<file path="src/rtl/jogador_automatico.sv">
// jogador_automatico
// ------------------
// Automatic player for a memory/sequence game. After a start request it
// pulses `iniciar`, waits for the game to settle, then plays rounds 0..15.
// Round r replays the first r+1 values of a fixed sequence. Each value is
// held for HOLD cycles and followed by RELEASE cycles of no press. An
// optional error injection corrupts the last press of one chosen round.
// The game's win/loss inputs end the run at any point. If no result
// arrives within RESULT_WAIT cycles after the last press, the run ends
// with a timeout.
//
// Ports
//   clock        in   single rising-edge clock
//   reset        in   synchronous, active-high reset
//   comecar      in   start request (accepted only in IDLE or FIM)
//   erro_en      in   error injection enable, latched on start
//   erro_rodada  in   round receiving the wrong press, latched on start
//   ganhou       in   game reports a win
//   perdeu       in   game reports a loss
//   iniciar      out  start pulse to the game
//   botoes       out  one-hot button press, 0000 when idle
//   ocupado      out  run in progress (not IDLE and not FIM)
//   fim          out  run finished
//   venceu       out  run ended with a win (valid while fim=1)
//   expirou      out  run ended by result timeout (valid while fim=1)
//   rodada       out  current round 0..15
//   indice       out  press index within the round 0..rodada
//   db_estado    out  debug state code
module jogador_automatico #(
  parameter int INIT_PULSE  = 5,
  parameter int START_WAIT  = 2005,
  parameter int HOLD        = 100,
  parameter int RELEASE     = 100,
  parameter int RESULT_WAIT = 1000
) (
  input  logic       clock,
  input  logic       reset,
  input  logic       comecar,
  input  logic       erro_en,
  input  logic [3:0] erro_rodada,
  input  logic       ganhou,
  input  logic       perdeu,
  output logic       iniciar,
  output logic [3:0] botoes,
  output logic       ocupado,
  output logic       fim,
  output logic       venceu,
  output logic       expirou,
  output logic [3:0] rodada,
  output logic [3:0] indice,
  output logic [3:0] db_estado
);

  localparam int TW = 32;

  // Each timer is loaded with (duration - 1) on state entry and the state is
  // left when it reaches zero, so the state lasts exactly `duration` cycles.
  // A duration of 0 is clamped to 1.
  localparam logic [TW-1:0] LD_INIT   = TW'(((INIT_PULSE  < 1) ? 1 : INIT_PULSE)  - 1);
  localparam logic [TW-1:0] LD_ESPERA = TW'(((START_WAIT  < 1) ? 1 : START_WAIT)  - 1);
  localparam logic [TW-1:0] LD_HOLD   = TW'(((HOLD        < 1) ? 1 : HOLD)        - 1);
  localparam logic [TW-1:0] LD_SOLTA  = TW'(((RELEASE     < 1) ? 1 : RELEASE)     - 1);
  localparam logic [TW-1:0] LD_AGUARD = TW'(((RESULT_WAIT < 1) ? 1 : RESULT_WAIT) - 1);

  typedef enum logic [3:0] {
    S_IDLE    = 4'd0,
    S_INICIA  = 4'd1,
    S_ESPERA  = 4'd2,
    S_APERTA  = 4'd3,
    S_SOLTA   = 4'd4,
    S_AGUARDA = 4'd5,
    S_FIM     = 4'd15
  } estado_t;

  estado_t       estado_q, estado_d;
  logic [TW-1:0] timer_q, timer_d;
  logic [3:0]    rodada_q, rodada_d;
  logic [3:0]    indice_q, indice_d;
  logic          erro_en_q, erro_en_d;
  logic [3:0]    erro_rodada_q, erro_rodada_d;
  logic          iniciar_q, iniciar_d;
  logic [3:0]    botoes_q, botoes_d;
  logic          ocupado_q, ocupado_d;
  logic          fim_q, fim_d;
  logic          venceu_q, venceu_d;
  logic          expirou_q, expirou_d;

  // Sequence value for a press index: 0001 0010 0100 1000 0100 0010, repeating.
  function automatic logic [3:0] seq_value(input logic [3:0] idx);
    logic [3:0] v;
    case (idx)
      4'd0, 4'd6, 4'd12:  v = 4'b0001;
      4'd1, 4'd7, 4'd13:  v = 4'b0010;
      4'd2, 4'd8, 4'd14:  v = 4'b0100;
      4'd3, 4'd9, 4'd15:  v = 4'b1000;
      4'd4, 4'd10:        v = 4'b0100;
      4'd5, 4'd11:        v = 4'b0010;
      default:            v = 4'b0000;
    endcase
    return v;
  endfunction

  // Wrong press used for error injection: the correct one-hot rotated left.
  function automatic logic [3:0] rotl1(input logic [3:0] v);
    return {v[2:0], v[3]};
  endfunction

  // Next-state, counters and Moore outputs (outputs derived from the next state).
  always_comb begin
    estado_d      = estado_q;
    rodada_d      = rodada_q;
    indice_d      = indice_q;
    erro_en_d     = erro_en_q;
    erro_rodada_d = erro_rodada_q;
    venceu_d      = venceu_q;
    expirou_d     = expirou_q;
    if (timer_q != {TW{1'b0}}) begin
      timer_d = timer_q - {{(TW-1){1'b0}}, 1'b1};
    end else begin
      timer_d = timer_q;
    end

    case (estado_q)
      S_IDLE, S_FIM: begin
        if (comecar) begin
          estado_d      = S_INICIA;
          timer_d       = LD_INIT;
          rodada_d      = 4'd0;
          indice_d      = 4'd0;
          erro_en_d     = erro_en;
          erro_rodada_d = erro_rodada;
          venceu_d      = 1'b0;
          expirou_d     = 1'b0;
        end else begin
          estado_d = estado_q;
        end
      end
      S_INICIA, S_ESPERA, S_APERTA, S_SOLTA, S_AGUARDA: begin
        if (ganhou || perdeu) begin
          // A result ends the run immediately; win wins over loss.
          estado_d  = S_FIM;
          venceu_d  = ganhou;
          expirou_d = 1'b0;
        end else if (timer_q == {TW{1'b0}}) begin
          case (estado_q)
            S_INICIA: begin
              estado_d = S_ESPERA;
              timer_d  = LD_ESPERA;
            end
            S_ESPERA: begin
              estado_d = S_APERTA;
              timer_d  = LD_HOLD;
            end
            S_APERTA: begin
              estado_d = S_SOLTA;
              timer_d  = LD_SOLTA;
            end
            S_SOLTA: begin
              if (indice_q < rodada_q) begin
                estado_d = S_APERTA;
                timer_d  = LD_HOLD;
                indice_d = indice_q + 4'd1;
              end else if (rodada_q != 4'd15) begin
                estado_d = S_APERTA;
                timer_d  = LD_HOLD;
                rodada_d = rodada_q + 4'd1;
                indice_d = 4'd0;
              end else begin
                estado_d = S_AGUARDA;
                timer_d  = LD_AGUARD;
              end
            end
            S_AGUARDA: begin
              estado_d  = S_FIM;
              venceu_d  = 1'b0;
              expirou_d = 1'b1;
            end
            default: begin
              estado_d = S_IDLE;
            end
          endcase
        end else begin
          estado_d = estado_q;
        end
      end
      default: begin
        estado_d = S_IDLE;
      end
    endcase

    iniciar_d = (estado_d == S_INICIA);
    fim_d     = (estado_d == S_FIM);
    ocupado_d = (estado_d != S_IDLE) && (estado_d != S_FIM);
    if (estado_d == S_APERTA) begin
      if (erro_en_d && (rodada_d == erro_rodada_d) && (indice_d == rodada_d)) begin
        botoes_d = rotl1(seq_value(indice_d));
      end else begin
        botoes_d = seq_value(indice_d);
      end
    end else begin
      botoes_d = 4'b0000;
    end
  end

  // State, counters and registered outputs; reset overrides everything.
  always_ff @(posedge clock) begin
    if (reset) begin
      estado_q      <= S_IDLE;
      timer_q       <= {TW{1'b0}};
      rodada_q      <= 4'd0;
      indice_q      <= 4'd0;
      erro_en_q     <= 1'b0;
      erro_rodada_q <= 4'd0;
      iniciar_q     <= 1'b0;
      botoes_q      <= 4'd0;
      ocupado_q     <= 1'b0;
      fim_q         <= 1'b0;
      venceu_q      <= 1'b0;
      expirou_q     <= 1'b0;
    end else begin
      estado_q      <= estado_d;
      timer_q       <= timer_d;
      rodada_q      <= rodada_d;
      indice_q      <= indice_d;
      erro_en_q     <= erro_en_d;
      erro_rodada_q <= erro_rodada_d;
      iniciar_q     <= iniciar_d;
      botoes_q      <= botoes_d;
      ocupado_q     <= ocupado_d;
      fim_q         <= fim_d;
      venceu_q      <= venceu_d;
      expirou_q     <= expirou_d;
    end
  end

  assign iniciar   = iniciar_q;
  assign botoes    = botoes_q;
  assign ocupado   = ocupado_q;
  assign fim       = fim_q;
  assign venceu    = venceu_q;
  assign expirou   = expirou_q;
  assign rodada    = rodada_q;
  assign indice    = indice_q;
  assign db_estado = estado_q;

endmodule

</file>
<file path="config.mk">
export PLATFORM = sky130hd
export DESIGN_NAME = jogador_automatico
export DESIGN_NICKNAME = d
export VERILOG_FILES = /design/src/rtl/jogador_automatico.sv
export SDC_FILE = /design/constraint.sdc
export NUM_CORES = 1
export LEC_CHECK = 0
export CAP_MARGIN = 40
export CORE_UTILIZATION = 35
export CTS_CLUSTER_DIAMETER = 80
export CTS_CLUSTER_SIZE = 12
export DETAILED_ROUTE_END_ITERATION = 6
export GPL_ROUTABILITY_DRIVEN = 0
export GPL_TIMING_DRIVEN = 0
export PLACE_DENSITY = 0.5
export SETUP_SLACK_MARGIN = 0.1
export SYNTH_ARGS = -nofsm -noshare
export SYNTH_HDL_FRONTEND = slang
export SYNTH_SLANG_ARGS = --single-unit
</file>
<file path="constraint.sdc">
create_clock -name clock -period 8.3 [get_ports clock]
set_input_delay 2.075 -clock clock [delete_from_list [all_inputs] [get_ports clock]]
set_output_delay 2.075 -clock clock [all_outputs]
set_load 0.02 [all_outputs]
</file>
# Word-level counts from Yosys, hierarchy flattened
# Memories as Yosys holds them, arrays and structs flattened.
# Index checks and enable logic that the tools add are counted.
[totals]
ff_bits = 58
romBits = 128
in_bits = 10
output_inout_bits = 21
elab_cells = 92
n_memories = 2
[classes]
n_addsub = 3
n_lt_le_gt_ge = 1
n_eq_ne = 16
n_mux = 43
n_bitwise = 1
reduce_logical = 14
[mem_list]
columns = ["memory", "words", "word_bits", "rd", "rd_ports_with_merged_regs", "wr", "line_no", "text"]
rows = [
  ["(name not given)", 16, 4, 1, 0, 0, "91", "case (idx)"],
  ["(name not given)", 16, 4, 1, 0, 0, "91", ""],
]
[op_table]
columns = ["op", "n"]
rows = [
  ["two-way mux 32 bit", 4],
  ["case mux 32 bit (3 select lines)", 1],
  ["two-way mux 4 bit", 18],
  ["case mux 32 bit (2 select lines)", 1],
  ["logical NOT 32 bit", 1],
  ["nonzero test 32 bit", 1],
  ["subtractor 32 x 1 -> 32 bit (second input constant)", 1],
  ["case mux 4 bit (2 select lines)", 3],
  ["two-way mux 10 bit", 2],
  ["case mux 4 bit (5 select lines)", 1],
  ["equality test 4 x 2 -> 1 bit (second input constant)", 3],
  ["two-way mux 1 bit", 9],
  ["adder 4 x 1 -> 4 bit (second input constant)", 2],
  ["equality test 4 x 1 -> 1 bit (second input constant)", 2],
  ["equality test 4 x 3 -> 1 bit (second input constant)", 2],
  ["equality test 4 bit", 2],
  ["equality test 4 bit (second input constant)", 2],
  ["!= test 4 bit (second input constant)", 2],
  ["two-way mux 3 bit", 2],
  ["!= test 3 bit (second input constant)", 2],
  ["OR reduction 2 bit", 3],
  ["OR reduction 5 bit", 1],
  ["logical NOT 4 bit", 1],
  ["< comparator 4 bit", 1],
  ["8 further kinds", 11],
]

# Logic depth before layout (Yosys ltp)
# Gate-level depths: netlist of run 1.
[depth]
depth_word = 11
mapped_depth = 14
depth_no_buf = 11

# Worst setup path after synthesis of run 1
# Ideal clock, no wire load.
[synth_path]
kind = "input -> register"
startpoint = "input perdeu"
endpoint = "register botoes_q[0] (netlist: botoes[0])"
setup_ns = 0.077
t_arrival_ns = 4.339
required_time_ns = 8.223
path_slack_ns = 3.884
path_stages = 9
n_path_buf = 0
path_cell_list = "nor2_1 -> and4b_2 -> nand3_1 -> nor3_1 -> mux2_2 -> o41ai_4 -> o22ai_1 -> or4_1 -> a41oi_2"
[synth_via]
elab_chain_len = 7
word_cells_on_any_way = 17
classes_between = "eq/ne (3); mux (7); bitwise (1); reduce/logical (4); memory (2)"
[synth_lines]
columns = ["item", "line_no", "text"]
rows = [
  ["start, declared", "42", "input logic perdeu,"],
  ["logical OR 1 bit *", "139", "if (ganhou || perdeu) begin"],
  ["parallel branches: the longest is 6 deep, another holds memory read (16 x 4 bit)", "--", ""],
  ["end signal, assigned", "228", "botoes_q <= botoes_d;"],
  ["end, declared", "82", "logic [3:0] botoes_q, botoes_d;"],
]
# Every way passes the cells marked *.
# A chain may end at the register's enable or synchronous reset.

# Worst setup path in the final report of run 1
# Same ends and word-level chain as after synthesis.

==> reports/results.ini, run 1 <==
[timing]
hold_ws_ns=0.480
clock_skew_ns=0.0112
clock.fmax_ghz=0.202
tns_ns=0
setup_viol=0
drv_slew=0
final.period_utilization_pct=59.7
rsz0062_at_grt=no
relSlewSlack_pct=50.3
tightest_slew_ns=0.739
final.min_clock_period_ns=4.95
final-hold-violation-count=0

[clock_tree]
clock_latency_ns=0.34
cts_tree=done
ctsHoldBuffers=0
htreeDepth=3
root_buffer=clkbuf_8
clk_pin_slew_worst_paths_ns=0.07
post-cts-setup-buffers=0
cts.sinks=58
post_cts_resized=0
cts_buffers=9
cts_buffer_depth=2

[setup_path]
cpPeakStageDelay_ns=0.53
cp_max_fo=5
cp.required_ns=8.56
reg2reg_depth=11
cp-end-kind=flip-flop
worstPathCellList=clkdlybuf4s50_1 -> nor2_1 -> and4b_2 -> nand3_1 -> nor3_1 -> mux2_2 -> o41ai_4 -> o22ai_1 -> or4_1 -> a41oi_2
arrival_ns=5.22
worst-setup-path-type=in2reg
cp.buffers_inverters=1
critPathLaunchType=input pin
slowest_stage=or4_1
r2r_end=botoes[0]
critPathTopFamily=simple AND/OR/NAND/NOR gates
r2r-start=timer_q[0]
rrSetupSlack_ns=4.77

[placed_design]
dp.cells=587
hpwlAfterDp_um=6820
place_area_um2=3890
io_buffer_count=30

[global_routing]
grt_pass1_vias=3101
overflow=0
grt_max_degree=11
antenna_found_initial=0
grt_pass1_wl_um=15800
track_usage_pct=19.9

[synth]
yosysTopAreaCell=dfxtp_1
synth-xor-area-share_pct=7.16
synth_mux_area_share_pct=2.45
synthAdderAreaFrac_pct=2.19
synth_top_area_share_pct=33.9
ys.flop_type=dfxtp_1
synth_cell_type_count=66
synth_seq_area_share_pct=33.9
synth-simple-area-share_pct=31.9
synth_edf_count=0
ys_seq_elements=58
synth-async-reset-ratio_pct=0
ys_warn_count=0
synth_top_family_by_area=simple AND/OR/NAND/NOR gates
synth.avg_cell_area_um2=8.03
synth_area_leaders=dfxtp_1 (34%), nor2_1 (6.1%), xnor2_1 (4.6%)
syn_area_um2=3430
netlist_instances=427
syn_nets=443
synth_compound_area_share_pct=19.2

[final_layout]
final_nets=485
fillerInstances=989
area_growth_pct=21.0
stdcell_count=603
post-route-cell-area_um2=4150
mostFrequentLayoutCells=dfxtp_1 (58), nor2_1 (56), nand2_1 (39)
final-seq-area_um2=1160
layout_commonest_cell=dfxtp_1
num_antenna_cells=0
layout-drive-gt1-share_pct=9.49
multi_input_area_um2=2160

[power]
p_leak_uw=0.00153
power_uw=1700
power_density_nw_per_um2=410
peakVddDrop_mv=0.140

[min_path]
hp-class=reg2reg
worstHoldEndpoint=venceu
hold_depth=2
hp-start=venceu

[drt]
avgViaCountPerCell=5.37
antenna_left=0
drt-total-wl_um=9320
wl_per_cell_um=15.5
drc=0
drtPass1Iterations=4
routed-via-count=3236
drt-initial-drc-count=148

[die]
fp.dieH_um=101
rows=35
dieArea_um2=10200
io_pins=31
initial_utilization_pct=36.6
core_um2=9370
die_w_um=101

[run_status]
outcome=finished clean

[flow_run]
max_cap_viol_count=0

[worst max path at each step]
stage	startpoint	to	slack, ns	depth (start not counted)
final	perdeu	botoes[0]	3.35	10
after global placement	perdeu	botoes[0]	3.04	10
after CTS	perdeu	botoes[0]	3.39	10
after global routing	perdeu	botoes[0]	3.18	10
after detailed placement	perdeu	botoes[0]	3.04	10
after floorplan	perdeu	botoes[0]	3.88	9
[cells by family after synthesis]
| family | after synthesis |
|---|---|
| and+or+nand+nor | 207 |
| AOI/OAI and AO/OA | 96 |
| xor gates and xnor gates | 28 |
| adders and majority gates | 6 |
| muxes | 8 |
| DFF | 58 |
| buffers and inverters | 24 |
[final cells by class]
cell class	instances	area share, %
multi-input combinational	345	52.0
sequential	58	28.0
timing repair buffer	31	7.36
tap	129	3.89
clock buffer	11	3.65
clock inverter	5	2.41
buffer	16	1.90
inverter	8	0.724
[worst min-delay path, stage by stage, from the launching register on]
cell and delay, ns:
dfxtp_1 0.31, o21ai_0 0.07, a21oi_1 0.06
[sequential cells by signal (all words and copies together), names as in the netlist]
name and flops:
iniciar 1, rodada 4, erro_rodada_q 4, indice 4, erro_en_q 1, venceu 1
timer_q 32, ocupado 1, fim 1, botoes 4, db_estado 4, expirou 1
[metal layers]
metal | up-vias | routed length (µm) | GRT usage (%)
li1 | 1646 | - | -
met1 | 1503 | 4690 | 27.5
met2 | 79 | 4070 | 30.8
met3 | 8 | 429 | 4.23
met4 | 0 | 127 | 6.58
met5 | - | 0 | 0
[where the power goes]
| group | internal, µW | leakage, µW | switching, µW | total (µW) |
|---|---|---|---|---|
| Clock | 215 | 0.000129 | 119 | 334 |
| Sequential | 355 | 0.000473 | 76.4 | 431 |
| Combinational | 375 | 0.000925 | 558 | 933 |
[cells in the mapped netlist, types with 4 or more instances]
master / count
a211oi_1: 5
clkbuf_1: 9
or3_1: 7
dfxtp_1: 58
nor4_1: 15
xor2_1: 10
o21ai_0: 23
o21a_1: 5
or4_1: 5
ha_1: 6
xnor2_1: 18
nand2b_1: 6
o31ai_1: 5
nor3_1: 16
nor3b_1: 4
nand3_1: 15
inv_1: 8
nor2b_1: 8
nand2_1: 39
a31oi_1: 4
mux2i_1: 5
a21oi_1: 24
or2_2: 4
and3_1: 7
nor2_1: 56
[per-stage QoR]
step           utilization [%]  setup slack [ns]
6_report                  44.2              3.35
3_3_place_gp              41.5              3.04
4_1_cts                   44.2              3.39
2_1_floorplan                -              3.88
3_5_place_dp              41.5              3.04
5_1_grt                   44.2              3.18
No activity file was read; power rests on OpenSTA's default activity.
==> run 2, diff against run 1 <==
PLACE_DENSITY = 0.52   (was 0.5)
clock period = 4.3 ns   (was 8.3 ns; I/O delays follow)
==> run 2 against run 1 <==
Effect of this change: total power up 88%; final cell count down 0.17%; utilization down 0.37 points; critical path depth unchanged; wire length down 3.3%; worst hold slack worse by 0.0012 ns; worst setup slack worse by 2.9 ns; cell area down 0.85%; clock power up 69%; combinational power up 93%; critical endpoint unchanged; largest power group unchanged.
==> reports/results.ini, run 2 (synthesized netlist as in run 1, its figures left out) <==
[power]
power_uw=3190  ; was 1700 µW
p_leak_uw=0.00151  ; was 0.00153 µW
peakVddDrop_mv=0.238  ; was 0.140 mV
power_density_nw_per_um2=776  ; was 410 nW/µm²

[timing]
clock.fmax_ghz=0.256
final-hold-violation-count=0  ; unchanged
clock_skew_ns=0.0166  ; was 0.0112 ns
setup_viol=0  ; unchanged
relSlewSlack_pct=49.2  ; was 50.3%
tightest_slew_ns=0.756  ; was 0.739 ns
drv_slew=0  ; unchanged
rsz0062_at_grt=no  ; unchanged
final.min_clock_period_ns=3.90
tns_ns=0  ; unchanged
final.period_utilization_pct=90.7

[drt]
routed-via-count=3222  ; was 3,236
drc=0  ; unchanged
wl_met1_um=4490  ; was 4690 µm
wl_met3_um=303  ; was 429 µm
avgViaCountPerCell=5.35  ; was 5.37
drt-initial-drc-count=133  ; was 148
drt-total-wl_um=9020  ; was 9320 µm
routed.top_layer=met4  ; unchanged
wl_met2_um=4120  ; was 4070 µm
antenna_left=0  ; unchanged
wl_per_cell_um=15.0  ; was 15.5 µm
drtPass1Iterations=4  ; unchanged

[min_path]
hp-start=timer_q[11]  ; was venceu
hold_depth=2  ; unchanged
worstHoldEndpoint=timer_q[11]  ; was venceu
hp-class=reg2reg  ; unchanged

[placed_design]
hpwlAfterDp_um=6730  ; was 6820 µm
io_buffer_count=30  ; unchanged
dp.cells=587  ; unchanged
place_area_um2=3890  ; unchanged

[clock_tree]
cts.sinks=58  ; unchanged
post-cts-setup-buffers=0  ; unchanged
ctsHoldBuffers=0  ; unchanged
post_cts_resized=0  ; unchanged
cts_tree=done  ; unchanged
cts_buffer_depth=2  ; unchanged
cts_buffers=9  ; unchanged
clk_pin_slew_worst_paths_ns=0.07  ; about the same
htreeDepth=3  ; unchanged
root_buffer=clkbuf_8  ; unchanged
clock_latency_ns=0.34  ; about the same

[die]
fp.dieH_um=101  ; unchanged
io_pins=31  ; unchanged
dieArea_um2=10200  ; unchanged
core_um2=9370  ; unchanged
die_w_um=101  ; unchanged
rows=35  ; unchanged
initial_utilization_pct=36.6  ; unchanged

[setup_path]
critPathTopFamily=simple AND/OR/NAND/NOR gates  ; unchanged
cp.buffers_inverters=1  ; unchanged
worst-setup-path-type=in2reg  ; unchanged
cpPeakStageDelay_ns=0.51  ; was 0.53 ns
worstPathCellList=clkdlybuf4s50_1 -> nor2_1 -> and4b_2 -> nand3_1 -> nor3_1 -> mux2_2 -> o41ai_4 -> o22ai_1 -> or4_1 -> a41oi_2  ; unchanged
reg2reg_depth=12  ; was 11
cp-end-kind=flip-flop  ; unchanged
r2r-start=timer_q[17]  ; was timer_q[0]
cp.required_ns=4.56  ; was 8.56 ns
cp_max_fo=5  ; unchanged
r2r_end=timer_q[30]  ; was botoes[0]
rrSetupSlack_ns=0.83  ; was 4.77 ns
arrival_ns=4.16  ; was 5.22 ns
critPathLaunchType=input pin  ; unchanged
slowest_stage=or4_1  ; unchanged

[final_layout]
stdcell_count=602  ; was 603
largest_register=timer_q  ; unchanged
post-route-cell-area_um2=4110  ; was 4150 µm²
final_nets=485  ; unchanged
layout_commonest_cell=dfxtp_1  ; unchanged
largest_reg_flops=32  ; unchanged
area_growth_pct=19.9  ; was 21.0%
layout-drive-gt1-share_pct=9.30  ; was 9.49%
mostFrequentLayoutCells=dfxtp_1 (58), nor2_1 (56), nand2_1 (39)  ; unchanged
num_antenna_cells=0  ; unchanged
utilization_pct=43.9  ; was 44.2%

[global_routing]
grt_pass1_wl_um=15500  ; was 15,800 µm
antenna_found_initial=0  ; unchanged
overflow=0  ; unchanged
grt_max_degree=11  ; unchanged
grt_pass1_vias=3131  ; was 3,101
track_usage_pct=19.4  ; was 19.9%

[run_status]
outcome=finished clean  ; unchanged

[flow_run]
max_cap_viol_count=0  ; unchanged

## run 2: changes by cell type in the layout (fill, tap and decap cells not counted)
cell,before,now
bufinv_16,3,2
clkbuf_8,11,10
clkinv_4,0,1
## run 2: layer usage
layer	GRT usage (%)	up-vias
met5	0	-
met4	5.13	0
met2	30.6	61
li1	-	1637
met1	26.8	1518
met3	4.23	6
## run 2: layout make-up
type                    instances  area [µm²]
plain buffers                  16        78.8
clock buffers                  10         138
clock inverters                 5        78.8
fillers                       975        5260
inverters                       8        30.0
multi-input cells             345        2160
flip-flops and latches         58        1160
well taps                     129         161
repair buffers                 31         305
## run 2: worst max-delay path by stage
stage / cells after the start / endpoint / start / slack (ns)
3_3_place_gp: 10 / botoes[0] / perdeu / 0.07
3_5_place_dp: 10 / botoes[0] / perdeu / 0.09
4_1_cts: 10 / botoes[0] / perdeu / 0.44
2_1_floorplan: 9 / botoes[0] / perdeu / 0.88
5_1_grt: 10 / botoes[0] / perdeu / 0.15
6_report: 10 / botoes[0] / perdeu / 0.40
## run 2: metrics by stage
step	hold slack [ns]	setup slack, ns
finish	0.479	0.401
CTS	0.479	0.438
global placement	0.462	0.0701
detailed placement	0.469	0.0900
floorplan	0.451	0.884
global route	0.531	0.152
## run 2: tightest hold or removal path: cells and delay by family, from the launching register on
family          cells  cell delay [ns]
compound gates      2             0.12
flops               1             0.32
## run 2: power by group
part           switching, µW  internal [µW]  total [µW]
logic                   1070            724        1800
clock network            226            338         564
registers                147            684         831
==> run 3, diff against run 2 <==
CORE_MARGIN = 2   (was not set)
==> run 3 against run 2 <==
Effect of this change: non-clock buffer count did not move; via count rose by 1.4%; highest routed layer unchanged; sequential share of layout area fell by 0.26 points; utilization fell by 0.82 points; critical endpoint unchanged.
==> reports/results.ini, run 3 (synthesized netlist as in run 1, its figures left out) <==
[timing]
setup_ws_ns=0.364  ; was 0.401 ns
tightest_slew_ns=0.715  ; was 0.756 ns
final.min_clock_period_ns=3.94  ; was 3.90 ns
drv_slew=0  ; unchanged
setup_viol=0  ; unchanged
final-hold-violation-count=0  ; unchanged
final.period_utilization_pct=91.5  ; was 90.7%
clock.fmax_ghz=0.254  ; was 0.256 GHz
tns_ns=0  ; unchanged
relSlewSlack_pct=52.0  ; was 49.2%
clock_skew_ns=0.0106  ; was 0.0166 ns
rsz0062_at_grt=no  ; unchanged

[setup_path]
cpPeakStageDelay_ns=0.52  ; was 0.51 ns
worstPathCellList=clkdlybuf4s50_1 -> nor2_1 -> and4b_2 -> nand3_1 -> nor3_1 -> mux2_2 -> o41ai_4 -> o22ai_1 -> or4_1 -> a41oi_2  ; unchanged
cp-end-kind=flip-flop  ; unchanged
cp.required_ns=4.57  ; was 4.56 ns
reg2reg_depth=12  ; unchanged
rrSetupSlack_ns=0.81  ; was 0.83 ns
arrival_ns=4.20  ; was 4.16 ns
worstSetupStartpoint=perdeu  ; unchanged
r2r_end=timer_q[14]  ; was timer_q[30]
critPathLaunchType=input pin  ; unchanged
r2r-start=timer_q[17]  ; unchanged
setup.worst_path.end=botoes[0]  ; unchanged
cp_max_fo=5  ; unchanged
worst-setup-path-type=in2reg  ; unchanged
slowest_stage=or4_1  ; unchanged

[final_layout]
layout_commonest_cell=dfxtp_1  ; unchanged
final-seq-area_um2=1160  ; unchanged
layout-drive-gt1-share_pct=9.30  ; unchanged
fillerInstances=1009  ; was 975
largest_register=timer_q  ; unchanged
num_antenna_cells=0  ; unchanged
final_nets=485  ; unchanged
largest_reg_flops=32  ; unchanged
area_growth_pct=21.1  ; was 19.9%
multi_input_area_um2=2160  ; unchanged
mostFrequentLayoutCells=dfxtp_1 (58), nor2_1 (56), nand2_1 (39)  ; unchanged

[global_routing]
overflow=0  ; unchanged
antenna_found_initial=0  ; unchanged
grt_pass1_wl_um=15200  ; was 15,500 µm
grt_max_degree=11  ; unchanged
grt_pass1_vias=3123  ; was 3,131
track_usage_pct=18.5  ; was 19.4%

[drt]
drt-initial-drc-count=154  ; was 133
drtPass1Iterations=4  ; unchanged
drc=0  ; unchanged
routed-via-count=3266  ; was 3,222
drt-total-wl_um=9240  ; was 9020 µm
avgViaCountPerCell=5.39  ; was 5.35
antenna_left=0  ; unchanged
wl_per_cell_um=15.2  ; was 15.0 µm

[clock_tree]
root_buffer=clkbuf_8  ; unchanged
clk_pin_slew_worst_paths_ns=0.07  ; about the same
post-cts-setup-buffers=0  ; unchanged
cts_buffers=9  ; unchanged
ctsHoldBuffers=0  ; unchanged
cts_buffer_depth=2  ; unchanged
post_cts_resized=0  ; unchanged
htreeDepth=3  ; unchanged
cts.sinks=58  ; unchanged
clock_latency_ns=0.34  ; about the same
cts_tree=done  ; unchanged

[die]
die_w_um=103  ; was 101 µm
fp.dieH_um=103  ; was 101 µm
dieArea_um2=10600  ; was 10,200 µm²
core_um2=9640  ; was 9370 µm²
rows=36  ; was 35
io_pins=31  ; unchanged
initial_utilization_pct=35.6  ; was 36.6%

[power]
power_density_nw_per_um2=789  ; was 776 nW/µm²
p_leak_uw=0.00152  ; was 0.00151 µW
peakVddDrop_mv=0.228  ; was 0.238 mV

[placed_design]
pre_cts_ws_ns=0.0446  ; was 0.0900 ns
hpwlAfterDp_um=6650  ; was 6730 µm
io_buffer_count=30  ; unchanged

[run_status]
outcome=finished clean  ; unchanged

[flow_run]
max_cap_viol_count=0  ; unchanged

[min_path]
hp-class=reg2reg  ; unchanged

==> run 3: cell count changes in the layout (fill, tap and decap cells not counted), sizes merged <==
cell    previous run  this run
bufinv             2         3
clkinv             3         1
clkbuf            19        20
==> run 3: metal layers <==
layer  global-route usage, %  wire length [µm]  vias to the layer above
met1                    24.4              4520                     1522
met5                       0                 0                        -
li1                        -                 -                     1640
met3                    4.54               424                       20
met2                    29.2              4040                       84
met4                    6.88               251                        0
==> run 3: worst max-delay path: cells and delay by family <==
kind                   cells  cell delay, ns
AOI/OAI and AO/OA          3            0.64
and+or+nand+nor            5            1.63
buffers and inverters      1            0.45
muxes                      1            0.40
==> run 3: how the worst min path moves through the flow <==
stage / cells past startpoint / endpoint / startpoint / slack [ns]
finish: 2 / timer_q[11] / timer_q[11] / 0.48
CTS: 2 / timer_q[11] / timer_q[11] / 0.48
global route: 2 / venceu / venceu / 0.50
detailed placement: 2 / timer_q[11] / timer_q[11] / 0.47
floorplan: 2 / timer_q[11] / timer_q[11] / 0.45
global placement: 2 / venceu / venceu / 0.46
==> run 3: area by class of cell <==
class | instances | share of cell area, %
clock inverter | 4 | 2.38
tap | 133 | 4.01
inverter | 8 | 0.724
timing repair buffer | 31 | 7.36
clock buffer | 11 | 3.65
multi-input combinational | 345 | 52.0
sequential | 58 | 28.0
buffer | 16 | 1.90
==> run 3: report_power, final <==
part           switching, µW  internal, µW
Sequential               145           684
Combinational           1080           723
Clock                    228           415
Total                   1450          1820
==> run 3: per-stage QoR <==
step / cells / power (µW) / area (µm²) / utilization, % / hold WS (ns)
finish: 606 / 3280 / 4150 / 43.0 / 0.480
global route: 606 / 3560 / 4150 / 43.0 / 0.497
CTS: 606 / 3300 / 4150 / 43.0 / 0.482
detailed placement: 591 / 2620 / 3900 / 40.4 / 0.472
global placement: 590 / 2610 / 3890 / 40.4 / 0.461
floorplan: 427 / 2160 / 3430 / - / 0.451
